**src/rtl/serv_seq_pkg.sv**
```systemverilog
// Shared types for the SERV instruction sequencer: FSM state encoding and counter sizing.
package serv_seq_pkg;

  typedef enum logic [2:0] {
    FETCH,
    RFWAIT,
    INIT,
    HOLD,
    RFWAIT2,
    RUN
  } state_e;

  function automatic int cnt_width(input int n);
    return (n <= 2) ? 1 : $clog2(n);
  endfunction

endpackage

```
**src/rtl/serv_seq_counter.sv**
```systemverilog
// Pass counter: counts 0..N-1 while enabled, flags the last cycle and returns to 0 after it.
module serv_seq_counter #(
  parameter int N  = 32,
  parameter int CW = 5
) (
  input  logic          i_clk,
  input  logic          i_rst,
  input  logic          i_en,
  output logic [CW-1:0] o_cnt,
  output logic          o_last
);

  logic [CW-1:0] cnt_q, cnt_d;

  assign o_last = i_en & (cnt_q == CW'(N - 1));
  assign o_cnt  = cnt_q;

  always_comb begin
    cnt_d = cnt_q;
    if (o_last) begin
      cnt_d = '0;
    end else if (i_en) begin
      cnt_d = cnt_q + CW'(1);
    end
  end

  always_ff @(posedge i_clk or posedge i_rst) begin
    if (i_rst) begin
      cnt_q <= '0;
    end else begin
      cnt_q <= cnt_d;
    end
  end

endmodule

```
**src/rtl/serv_sequencer.sv**
```systemverilog
// Bit-serial instruction sequencer: fetch, optional INIT pass + HOLD for two-stage ops, then RUN pass.
// Define SERV_SEQ_MDU_EN to add the MDU handshake (i_mdu_op, o_mdu_valid, i_mdu_ready) in HOLD.
module serv_sequencer
  import serv_seq_pkg::*;
#(
  parameter int W        = 1,
  parameter int WITH_CSR = 1,
  localparam int N  = 32 / W,
  localparam int CW = cnt_width(N)
) (
  input  logic          i_clk,
  input  logic          i_rst,
  input  logic          i_ibus_ack,
  output logic          o_ibus_cyc,
  input  logic          i_rf_ready,
  output logic          o_rf_rreq,
  output logic          o_rf_wreq,
  input  logic          i_two_stage,
  input  logic          i_mem_op,
  input  logic          i_shift_op,
  input  logic          i_branch_op,
  input  logic          i_take_branch,
  input  logic          i_misalign,
  input  logic          i_new_irq,
  input  logic          i_e_op,
  output logic          o_dbus_cyc,
  input  logic          i_dbus_ack,
  input  logic          i_sh_done,
`ifdef SERV_SEQ_MDU_EN
  input  logic          i_mdu_op,
  output logic          o_mdu_valid,
  input  logic          i_mdu_ready,
`endif
  output logic          o_init,
  output logic          o_cnt_en,
  output logic [CW-1:0] o_cnt,
  output logic          o_cnt_first,
  output logic          o_cnt_last,
  output logic          o_ctrl_pc_en,
  output logic          o_ctrl_jump,
  output logic          o_ctrl_trap
);

  state_e state_q, state_d;
  logic   jump_q, jump_d;
  logic   trap_q, trap_d;
  logic   csr_en;
  logic   jump_next;

  assign csr_en    = (WITH_CSR != 0);
  assign jump_next = i_branch_op & i_take_branch;

  assign o_init       = (state_q == INIT);
  assign o_cnt_en     = (state_q == INIT) | (state_q == RUN);
  assign o_cnt_first  = o_cnt_en & (o_cnt == '0);
  assign o_ctrl_pc_en = o_cnt_en & ~o_init;
  assign o_ctrl_jump  = jump_q;
  assign o_ctrl_trap  = csr_en & (i_e_op | i_new_irq | trap_q);

  serv_seq_counter #(.N(N), .CW(CW)) u_counter (
    .i_clk  (i_clk),
    .i_rst  (i_rst),
    .i_en   (o_cnt_en),
    .o_cnt  (o_cnt),
    .o_last (o_cnt_last)
  );

  always_comb begin
    state_d    = state_q;
    jump_d     = jump_q;
    trap_d     = trap_q;
    o_ibus_cyc = 1'b0;
    o_rf_rreq  = 1'b0;
    o_rf_wreq  = 1'b0;
    o_dbus_cyc = 1'b0;
`ifdef SERV_SEQ_MDU_EN
    o_mdu_valid = 1'b0;
`endif
    case (state_q)
      FETCH: begin
        o_ibus_cyc = 1'b1;
        if (i_ibus_ack) begin
          o_rf_rreq = 1'b1;
          state_d   = RFWAIT;
        end
      end
      RFWAIT: begin
        if (i_rf_ready) state_d = (i_two_stage & ~i_new_irq) ? INIT : RUN;
      end
      INIT: begin
        if (o_cnt_last) begin
          jump_d  = jump_next;
          trap_d  = csr_en & i_misalign & (i_mem_op | jump_next);
          state_d = HOLD;
        end
      end
      HOLD: begin
        // A trapping op re-reads the RF (mtvec/epc) instead of touching the bus.
        if (trap_q) begin
          o_rf_rreq = 1'b1;
          state_d   = RFWAIT2;
        end else if (i_mem_op) begin
          o_dbus_cyc = 1'b1;
          if (i_dbus_ack) begin
            o_rf_wreq = 1'b1;
            state_d   = RFWAIT2;
          end
        end else if (i_shift_op) begin
          if (i_sh_done) begin
            o_rf_wreq = 1'b1;
            state_d   = RFWAIT2;
          end
`ifdef SERV_SEQ_MDU_EN
        end else if (i_mdu_op) begin
          o_mdu_valid = 1'b1;
          if (i_mdu_ready) begin
            o_rf_wreq = 1'b1;
            state_d   = RFWAIT2;
          end
`endif
        end else begin
          o_rf_wreq = 1'b1;
          state_d   = RFWAIT2;
        end
      end
      RFWAIT2: begin
        if (i_rf_ready) state_d = RUN;
      end
      RUN: begin
        if (o_cnt_last) begin
          state_d = FETCH;
          trap_d  = 1'b0;
          jump_d  = 1'b0;
        end
      end
      default: state_d = FETCH;
    endcase
  end

  always_ff @(posedge i_clk or posedge i_rst) begin
    if (i_rst) begin
      state_q <= FETCH;
      jump_q  <= 1'b0;
      trap_q  <= 1'b0;
    end else begin
      state_q <= state_d;
      jump_q  <= jump_d;
      trap_q  <= trap_d;
    end
  end

endmodule

```
**config.mk**
```make
export PLATFORM = sky130hd
export DESIGN_NAME = serv_sequencer
export DESIGN_NICKNAME = d
export VERILOG_FILES = /design/src/rtl/serv_seq_pkg.sv /design/src/rtl/serv_seq_counter.sv /design/src/rtl/serv_sequencer.sv
export SDC_FILE = /design/constraint.sdc
export NUM_CORES = 1
export LEC_CHECK = 0
export ABC_AREA = 1
export BUFFER_PORTS_ARGS = -buffer_cell sky130_fd_sc_hd__buf_2
export CAP_MARGIN = 20
export CORE_MARGIN = 2
export CORE_UTILIZATION = 46
export DETAILED_ROUTE_END_ITERATION = 10
export PLACE_DENSITY_LB_ADDON = 0.08
export SKIP_CTS_REPAIR_TIMING = 1
export SYNTH_ARGS = -nofsm -noshare
export SYNTH_HDL_FRONTEND = slang
export SYNTH_SLANG_ARGS = --single-unit
export TNS_END_PERCENT = 100
```
**constraint.sdc**
```tcl
create_clock -name i_clk -period 1.7 [get_ports i_clk]
set_input_delay 0.17 -clock i_clk [delete_from_list [all_inputs] [get_ports i_clk]]
set_output_delay 0.17 -clock i_clk [all_outputs]
set_load 0.02 [all_outputs]
```
==> results of run 1 <==
-- path summary, 6_finish.rpt --
path / start / to / slack, ns / depth (start not counted)
worst max-delay path: state_q[1] / o_cnt_first / 0.05 / 6
worst min-delay path: i_misalign / trap_q / 0.18 / 3
worst max register to register: u_counter.o_cnt[0] / state_q[0] / 0.16 / 9
worst min register to register: o_ctrl_jump / o_ctrl_jump / 0.48 / 2
max in group asynchronous: i_rst / state_q[0] / 0.98 / 3
min in group asynchronous: i_rst / u_counter.o_cnt[0] / 0.42 / 3
-- per-layer routing --
layer  global-route usage (%)  share of wire [%]  vias to the layer above
met3                     6.53                8.3                        2
met1                     23.7                 44                      345
met5                        0                  0                        -
met4                     5.45               0.69                        0
li1                         -                  -                      405
met2                     25.6                 47                       34
-- final cells by class --
type	count	area, um^2
Tap cell	16	20.0
Multi-Input combinational cell	71	439
Clock buffer	3	22.5
Fill cell	132	480
Sequential cell	10	254
Timing Repair Buffer	36	206
Inverter	21	83.8
-- per-stage QoR --
step	area, um^2	worst slack, ns	hold WS [ns]
floorplan	738	0.155	0.0102
global placement	911	0.206	0.169
detailed placement	911	0.163	0.176
CTS	933	-0.0656	-0.106
global route	1030	-0.0195	0.189
finish	1030	0.0526	0.176
-- worst max-delay path, delay by kind of cell (launching register included) --
family	cells	cell delay, ns
flops	1	0.45
buf+inv	3	0.41
simple gates	3	0.36
-- synthesized netlist by cell type --
cell / n
sky130_fd_sc_hd__o22ai_1: 1
sky130_fd_sc_hd__o21bai_1: 3
sky130_fd_sc_hd__nand4_1: 3
sky130_fd_sc_hd__nand3_4: 1
sky130_fd_sc_hd__inv_1: 19
sky130_fd_sc_hd__ha_1: 3
sky130_fd_sc_hd__o21ai_0: 4
sky130_fd_sc_hd__nor2_4: 1
sky130_fd_sc_hd__nand3_1: 9
sky130_fd_sc_hd__nor3_1: 1
sky130_fd_sc_hd__nand3_2: 3
sky130_fd_sc_hd__o31ai_2: 1
sky130_fd_sc_hd__inv_2: 2
sky130_fd_sc_hd__a21oi_1: 3
sky130_fd_sc_hd__dfrtp_1: 10
sky130_fd_sc_hd__nand2_2: 1
sky130_fd_sc_hd__nand2_1: 24
sky130_fd_sc_hd__nand2_4: 3
sky130_fd_sc_hd__nor2_1: 10
-- kinds of logic after synthesis --
family,after synthesis,synth area share [%]
AOI/OAI and AO/OA,12,10.3
adders and majority gates,3,5.09
buffers and inverters,21,10.7
DFF,10,33.9
and+or+nand+nor,56,40.0
-- power breakdown --
group,internal [W],switching (W)
combinational,0.000374,0.000608
clock,0.0000816,0.0000757
sequential,0.000327,0.000105
total,0.000782,0.000789
-- flip-flops by register name, summed over array words and instances, names as in the netlist --
name,count
state_q,3
trap_q,1
u_counter.o_cnt,5
o_ctrl_jump,1
==> Flow_metrics.wiki, run 1 <==
{| class="wikitable"
! Metric !! Value
|-
| DPL Wire Length || 1290 um
|-
| Netlist area before placement || 738 um^2
|-
| Port Buffers || 29
|-
| Net count of the finished layout || 160
|-
| DRC violation count after routing || 0
|-
| Chip height || 44.1 um
|-
| Cell types with the largest area share after synthesis || sky130_fd_sc_hd__dfrtp_1 (34%), sky130_fd_sc_hd__nand2_1 (12%), sky130_fd_sc_hd__inv_1 (9.7%), sky130_fd_sc_hd__nand3_1 (6.1%), sky130_fd_sc_hd__ha_1 (5.1%)
|-
| Net count after synthesis || 119
|-
| Global-route wire length before repair || 2490 um
|-
| Count of synthesis-stage warnings from yosys || 0
|-
| Number of distinct library cells after synthesis || 19
|-
| Slowest stage delay, CP || 0.45 ns
|-
| Utilization after layout || 68.1%
|-
| Most common cell after layout, fill and taps aside || sky130_fd_sc_hd__buf_2
|-
| Per-cell routed wire length || 11.0 um
|-
| Fin crit period || 1.65 ns
|-
| Fraction of the yosys area taken by sequential cells || 33.9%
|-
| Antenna diode instance count || 0
|-
| Area Overhead vs Synth || 39.0%
|-
| Number of standard cells in the final layout excluding fillers || 157
|-
| Standby leakage power || 0.606 nW
|-
| Slew at the pin closest to its max-slew limit || 0.386 ns
|-
| Sum of negative setup slack || 0 ns
|-
| GRT Total Usage || 17.4%
|-
| Number of setup violations in the final report || 0
|-
| Slowest stage cell, crit path || sky130_fd_sc_hd__dfrtp_2
|-
| TritonCTS clock tree || yes
|-
| Fmax || 607 MHz
|-
| Starting Density || 49.0%
|-
| Highest-count cells in the layout ignoring fill and taps || sky130_fd_sc_hd__buf_2 (28), sky130_fd_sc_hd__nand2_1 (23), sky130_fd_sc_hd__inv_1 (18)
|-
| Grt ovf || 0
|-
| Path type of the worst min-delay path || primary input to flip-flop
|-
| Total count of hold-check failures in the final report || 0
|-
| Area share of the largest cell type after synthesis || 33.9%
|-
| Clock slew at reported path FFs || 0.06 ns
|-
| Via count of the first global-routing pass || 585
|-
| Syn avg cell area || 7.24 um^2
|-
| Die width || 44.1 um
|-
| Clock sink count || 10
|-
| Status || complete, no violations
|-
| Pin count of the biggest net entering global routing || 11
|-
| Post-route clock period utilization || 96.9%
|-
| Placed cells || 148
|-
| First-pass iteration count of the detailed router || 4
|-
| Number of placement rows || 14
|-
| Total wire length after detailed routing || 1730 um
|-
| Cell repeated most along the worst path || sky130_fd_sc_hd__inv_1
|-
| I/O Pins || 30
|-
| Max Root-Sink Buffers || 2
|-
| Slew headroom || 74.2%
|-
| CP max FO || 5
|-
| Gate count after technology mapping || 102
|-
| # Max-Cap Violations || 0
|-
| Element type at the critical path end || output port
|-
| Pins over their slew limit || 0
|-
| Number of antenna violations at the first check in global routing || 0
|-
| Power Total || 0.00157 W
|-
| Number of CTS-inserted buffers || 3
|-
| Cells along the critical path || inv_1 > nand3_4 > nand2_4 > inv_1 > nor3_1 > buf_2
|-
| Max VDD drop || 700 uV
|-
| Weighted congestion at the end of routability-driven global placement || 0.810
|-
| CP arrival || 1.48 ns
|-
| Clock latency of the later-clocked register in the worst-skew pair || 0.26 ns
|-
| Avg Vias per Cell || 5.01
|-
| Maximum level of the CTS H-tree || 1
|-
| Power per Cell Area || 1530 mW/mm^2
|-
| Ratio of cells with drive above 1 in the final layout || 41.1%
|-
| Kind of start point of the critical path || flip-flop
|-
| Class of the most critical setup path || flip-flop to output port
|-
| Number of nets still failing antenna checks after routing || 0
|-
| Data required time of the worst path || 1.53 ns
|-
| Post-route clock skew || 0.00292 ns
|-
| Number of DRC markers in iteration 0 || 27
|-
| Core footprint || 0.00151 mm^2
|-
| Clk Tree Root Cell || sky130_fd_sc_hd__clkbuf_4
|-
| DR vias || 786
|-
| Die Area || 0.00194 mm^2
|-
| Number of synthesized register bits || 10
|-
| Most area-hungry cell type in the Yosys netlist || sky130_fd_sc_hd__dfrtp_1
|}
Power figures use the tool's default switching activity.
==> run 2: changes to the inputs <==
Settings changed: CELL_PAD_IN_SITES_DETAIL_PLACEMENT set to 1, CELL_PAD_IN_SITES_GLOBAL_PLACEMENT set to 1, CORE_UTILIZATION 46 to 31, PLACE_DENSITY set to 0.74, PLACE_DENSITY_LB_ADDON 0.08 to unset, SYNTH_HIERARCHICAL set to 1.
==> run 2 against run 1 <==
  * Power fell by 0.56%
  * Maximum frequency rose by 0.50%
  * Sequential power rose by 4%
  * Synthesized cell count rose by 0.98%
  * Highest routed layer unchanged
  * Clock power rose by 11%
  * Area after synthesis fell by 1.4%
  * Routed wire length rose by 17%
  * Cell count rose by 8.3%
  * Utilization fell by 22 points
  * Sequential share of layout area rose by 0.15 points
==> Flow_metrics.wiki, run 2 <==
{| class="wikitable"
! Metric !! Value
|-
| CP arrival || 1.47 ns (about the same)
|-
| Most common cell in the synthesized netlist || sky130_fd_sc_hd__nand2_1
|-
| Gate count after technology mapping || 103 (+0.98%)
|-
| Slew headroom || 82.4% (+8.2 points)
|-
| Kind of start point of the critical path || flip-flop
|-
| Clk Tree Root Cell || sky130_fd_sc_hd__clkbuf_4
|-
| Chip height || 52.5 um (+19%)
|-
| Number of antenna violations at the first check in global routing || 0 (unchanged)
|-
| Combinational group share of total power || 60.1% (-2.4 points)
|-
| Cell types with the largest area share after synthesis || sky130_fd_sc_hd__dfrtp_1 (34%), sky130_fd_sc_hd__nand2_1 (14%), sky130_fd_sc_hd__inv_1 (9.8%), sky130_fd_sc_hd__nand3_1 (6.2%), sky130_fd_sc_hd__nor2_1 (4.6%)
|-
| Port Buffers || 29 (unchanged)
|-
| Per-cell routed wire length || 12.0 um (+8.3%)
|-
| Sw power || 0.000776 W (-1.6%)
|-
| Syn avg cell area || 7.07 um^2 (-2.3%)
|-
| Element type at the critical path end || output port
|-
| Fin crit period || 1.64 ns (-0.00824 ns)
|-
| DPL Wire Length || 1640 um (+27%)
|-
| Highest-count cells in the layout ignoring fill and taps || sky130_fd_sc_hd__buf_2 (28), sky130_fd_sc_hd__nand2_1 (27), sky130_fd_sc_hd__inv_1 (18)
|-
| Clock latency of the later-clocked register in the worst-skew pair || 0.27 ns (about the same)
|-
| Most common cell after layout, fill and taps aside || sky130_fd_sc_hd__buf_2
|-
| CP max FO || 5 (unchanged)
|-
| Net count after synthesis || 119 (unchanged)
|-
| Most used standard cells in the synthesized netlist || sky130_fd_sc_hd__nand2_1 (28), sky130_fd_sc_hd__inv_1 (19), sky130_fd_sc_hd__dfrtp_1 (10)
|-
| Endpoint of the worst register-to-register path || state_q[0]
|-
| Post-route clock period utilization || 96.4% (-0.48 points)
|-
| Netlist area before placement || 728 um^2 (-1.4%)
|-
| First-pass iteration count of the detailed router || 4 (unchanged)
|-
| PnR worst setup slack || 0.0609 ns (+0.00824 ns)
|-
| Via count of the first global-routing pass || 762 (+30%)
|-
| Number of synthesized register bits || 10 (unchanged)
|-
| Max Root-Sink Buffers || 2 (unchanged)
|-
| Grt ovf || 0 (unchanged)
|-
| Total count of hold-check failures in the final report || 0 (unchanged)
|-
| Global-route wire length before repair || 3270 um (+31%)
|-
| Fmax || 610 MHz (+0.50%)
|-
| Reg-to-reg setup timing slack || 0.15 ns (about the same)
|-
| Post-DP Area || 911 um^2 (unchanged)
|-
| DRC violation count after routing || 0 (unchanged)
|-
| Number of placement rows || 17 (+3)
|-
| Status || complete, no violations
|-
| Fraction of power consumed by the clock network || 11.1% (+1.1 points)
|-
| Number of DRC markers in iteration 0 || 11 (-59%)
|-
| Power Total || 0.00156 W (-0.56%)
|-
| Ratio of cells with drive above 1 in the final layout || 41.5% (+0.41 points)
|-
| Area share of the largest cell type after synthesis || 34.4% (+0.47 points)
|-
| Data required time of the worst path || 1.53 ns (about the same)
|-
| Post-route standard cell area excluding fillers || 0.00102 mm^2 (-0.61%)
|-
| Number of setup violations in the final report || 0 (unchanged)
|-
| Standby leakage power || 0.605 nW (-0.14%)
|-
| Area Overhead vs Synth || 40.0%
|-
| Number of flip-flops in the largest register || 5 (unchanged)
|-
| Placement Setup Slack || 0.0490 ns (-0.113 ns)
|-
| Post-route clock skew || 0.00320 ns (+0.000288 ns)
|-
| Number of CTS-inserted buffers || 3 (unchanged)
|-
| Internal || 0.000785 W (+0.47%)
|-
| Count of flip-flops with a built-in enable after synthesis || 0 (unchanged)
|-
| Worst setup path start || u_counter/o_cnt[0]
|-
| Count of synthesis-stage warnings from yosys || 6 (+6)
|-
| # Max-Cap Violations || 0 (unchanged)
|-
| Number of nets still failing antenna checks after routing || 0 (unchanged)
|-
| Clock sink count || 10 (unchanged)
|-
| Pins over their slew limit || 0 (unchanged)
|-
| Antenna diode instance count || 0 (unchanged)
|-
| Net count of the finished layout || 159 (-0.63%)
|-
| TritonCTS clock tree || yes
|-
| Die width || 52.5 um (+19%)
|-
| Count of cells along the worst hold path || 3 (unchanged)
|-
| Utilization after layout || 46.1% (-22 points)
|-
| Total wire length after detailed routing || 2030 um (+17%)
|-
| Path type of the worst min-delay path || primary input to flip-flop
|-
| Class of the most critical setup path || flip-flop to output port
|-
| Core footprint || 0.00221 mm^2 (+47%)
|-
| Number of distinct library cells after synthesis || 23 (+4)
|-
| Origin of the worst min-delay path || i_misalign
|-
| Fraction of the yosys area taken by sequential cells || 34.4% (+0.47 points)
|-
| Placed cells || 160 (+8.1%)
|-
| Die Area || 0.00275 mm^2 (+42%)
|-
| Number of standard cells in the final layout excluding fillers || 170 (+8.3%)
|-
| GRT Total Usage || 16.4% (-0.97 points)
|-
| Most area-hungry cell type in the Yosys netlist || sky130_fd_sc_hd__dfrtp_1
|-
| Share of synthesized registers carrying an async set or reset || 100% (unchanged)
|-
| I/O Pins || 30 (unchanged)
|-
| Register share of total power || 28.7% (+1.2 points)
|-
| Weighted congestion at the end of routability-driven global placement || 0.743 (-8.2%)
|-
| DR vias || 806 (+2.5%)
|-
| Worst R2R Start || u_counter/o_cnt[0]
|-
| Number of cells on the worst reg-to-reg path || 11 (+2)
|-
| Maximum level of the CTS H-tree || 1 (unchanged)
|-
| Avg Vias per Cell || 4.74 (-5.3%)
|-
| Max VDD drop || 991 uV (+41%)
|-
| Pin count of the biggest net entering global routing || 10 (-1)
|-
| Starting Density || 32.9% (-16 points)
|-
| Proportion of total power due to net switching || 49.7% (-0.52 points)
|-
| Slew at the pin closest to its max-slew limit || 0.261 ns (-0.125 ns)
|-
| End point of the worst hold path || trap_q
|-
| Power per Cell Area || 1530 mW/mm^2 (about the same)
|-
| Main synth FF type || sky130_fd_sc_hd__dfrtp_1
|-
| Clock slew at reported path FFs || 0.07 ns (about the same)
|}
-- run 2: changes by cell type after synthesis, sizes merged, moves of 2 or more --
| cell | delta |
|---|---|
| nor2 | +2 |
| a21oi | -2 |
| nand2 | +5 |
| o21ai | -2 |
| nand4 | -2 |
-- run 2: worst max-delay path by stage --
stage | slack, ns | end | cells past startpoint
after floorplan | 0.05 | state_q[0] | 11
after global placement | 0.11 | state_q[0] | 11
after detailed placement | 0.05 | state_q[0] | 11
after CTS | -0.08 | o_cnt_last | 6
after global routing | -0.07 | o_cnt_first | 6
final | 0.06 | o_cnt_last | 6
-- run 2: area by class of cell --
cell class	instances	area, um^2
clock buffer	4	26.3
fill	303	1190
inverter	20	77.6
multi-input combinational	73	428
sequential	10	254
tap	28	35.0
timing repair buffer	35	199
-- run 2: through the flow --
| step | TNS (ns) | hold WS, ns |
|---|---|---|
| floorplan | 0 | -0.0516 |
| global placement | 0 | 0.0870 |
| detailed placement | 0 | 0.0863 |
| CTS | -0.0810 | -0.209 |
| global route | -0.0717 | 0.174 |
| finish | 0 | 0.160 |
-- run 2: kinds of logic (layout without fill, tap and decap cells) --
group / Yosys count / after routing / synth area share, %
buffers and inverters: 20 / 59 / 10.3
DFF: 10 / 10 / 34.4
xor gates and xnor gates: 1 / 1 / 1.20
AOI/OAI and AO/OA: 9 / 9 / 8.08
and+or+nand+nor: 61 / 61 / 42.6
adders and majority gates: 2 / 2 / 3.44
-- run 2: layer usage --
layer	routed length [um]	part of all wire [%]	vias up	GRT usage, %
met5	0	0	-	0
met4	42	2.1	0	7.69
met3	96	4.7	6	3.43
met2	1020	50	22	28.3
met1	870	43	375	19.1
li1	-	-	403	-
-- run 2: power groups by stage --
stage	logic [W]	clock network (W)	registers, W
floorplan	0.000556	0	0.000480
global placement	0.000829	0	0.000430
detailed placement	0.000854	0	0.000436
CTS	0.000858	0.000182	0.000431
global route	0.00106	0.000193	0.000466
finish	0.000939	0.000174	0.000449
-- run 2: worst max-delay path, cell delays in order, from the launching register on --
cell and delay [ns]:
sky130_fd_sc_hd__dfrtp_2 0.44, sky130_fd_sc_hd__ha_4 0.17, sky130_fd_sc_hd__and3_1 0.16, sky130_fd_sc_hd__ha_2 0.18, sky130_fd_sc_hd__nand2_2 0.07, sky130_fd_sc_hd__inv_2 0.05, sky130_fd_sc_hd__buf_6 0.12
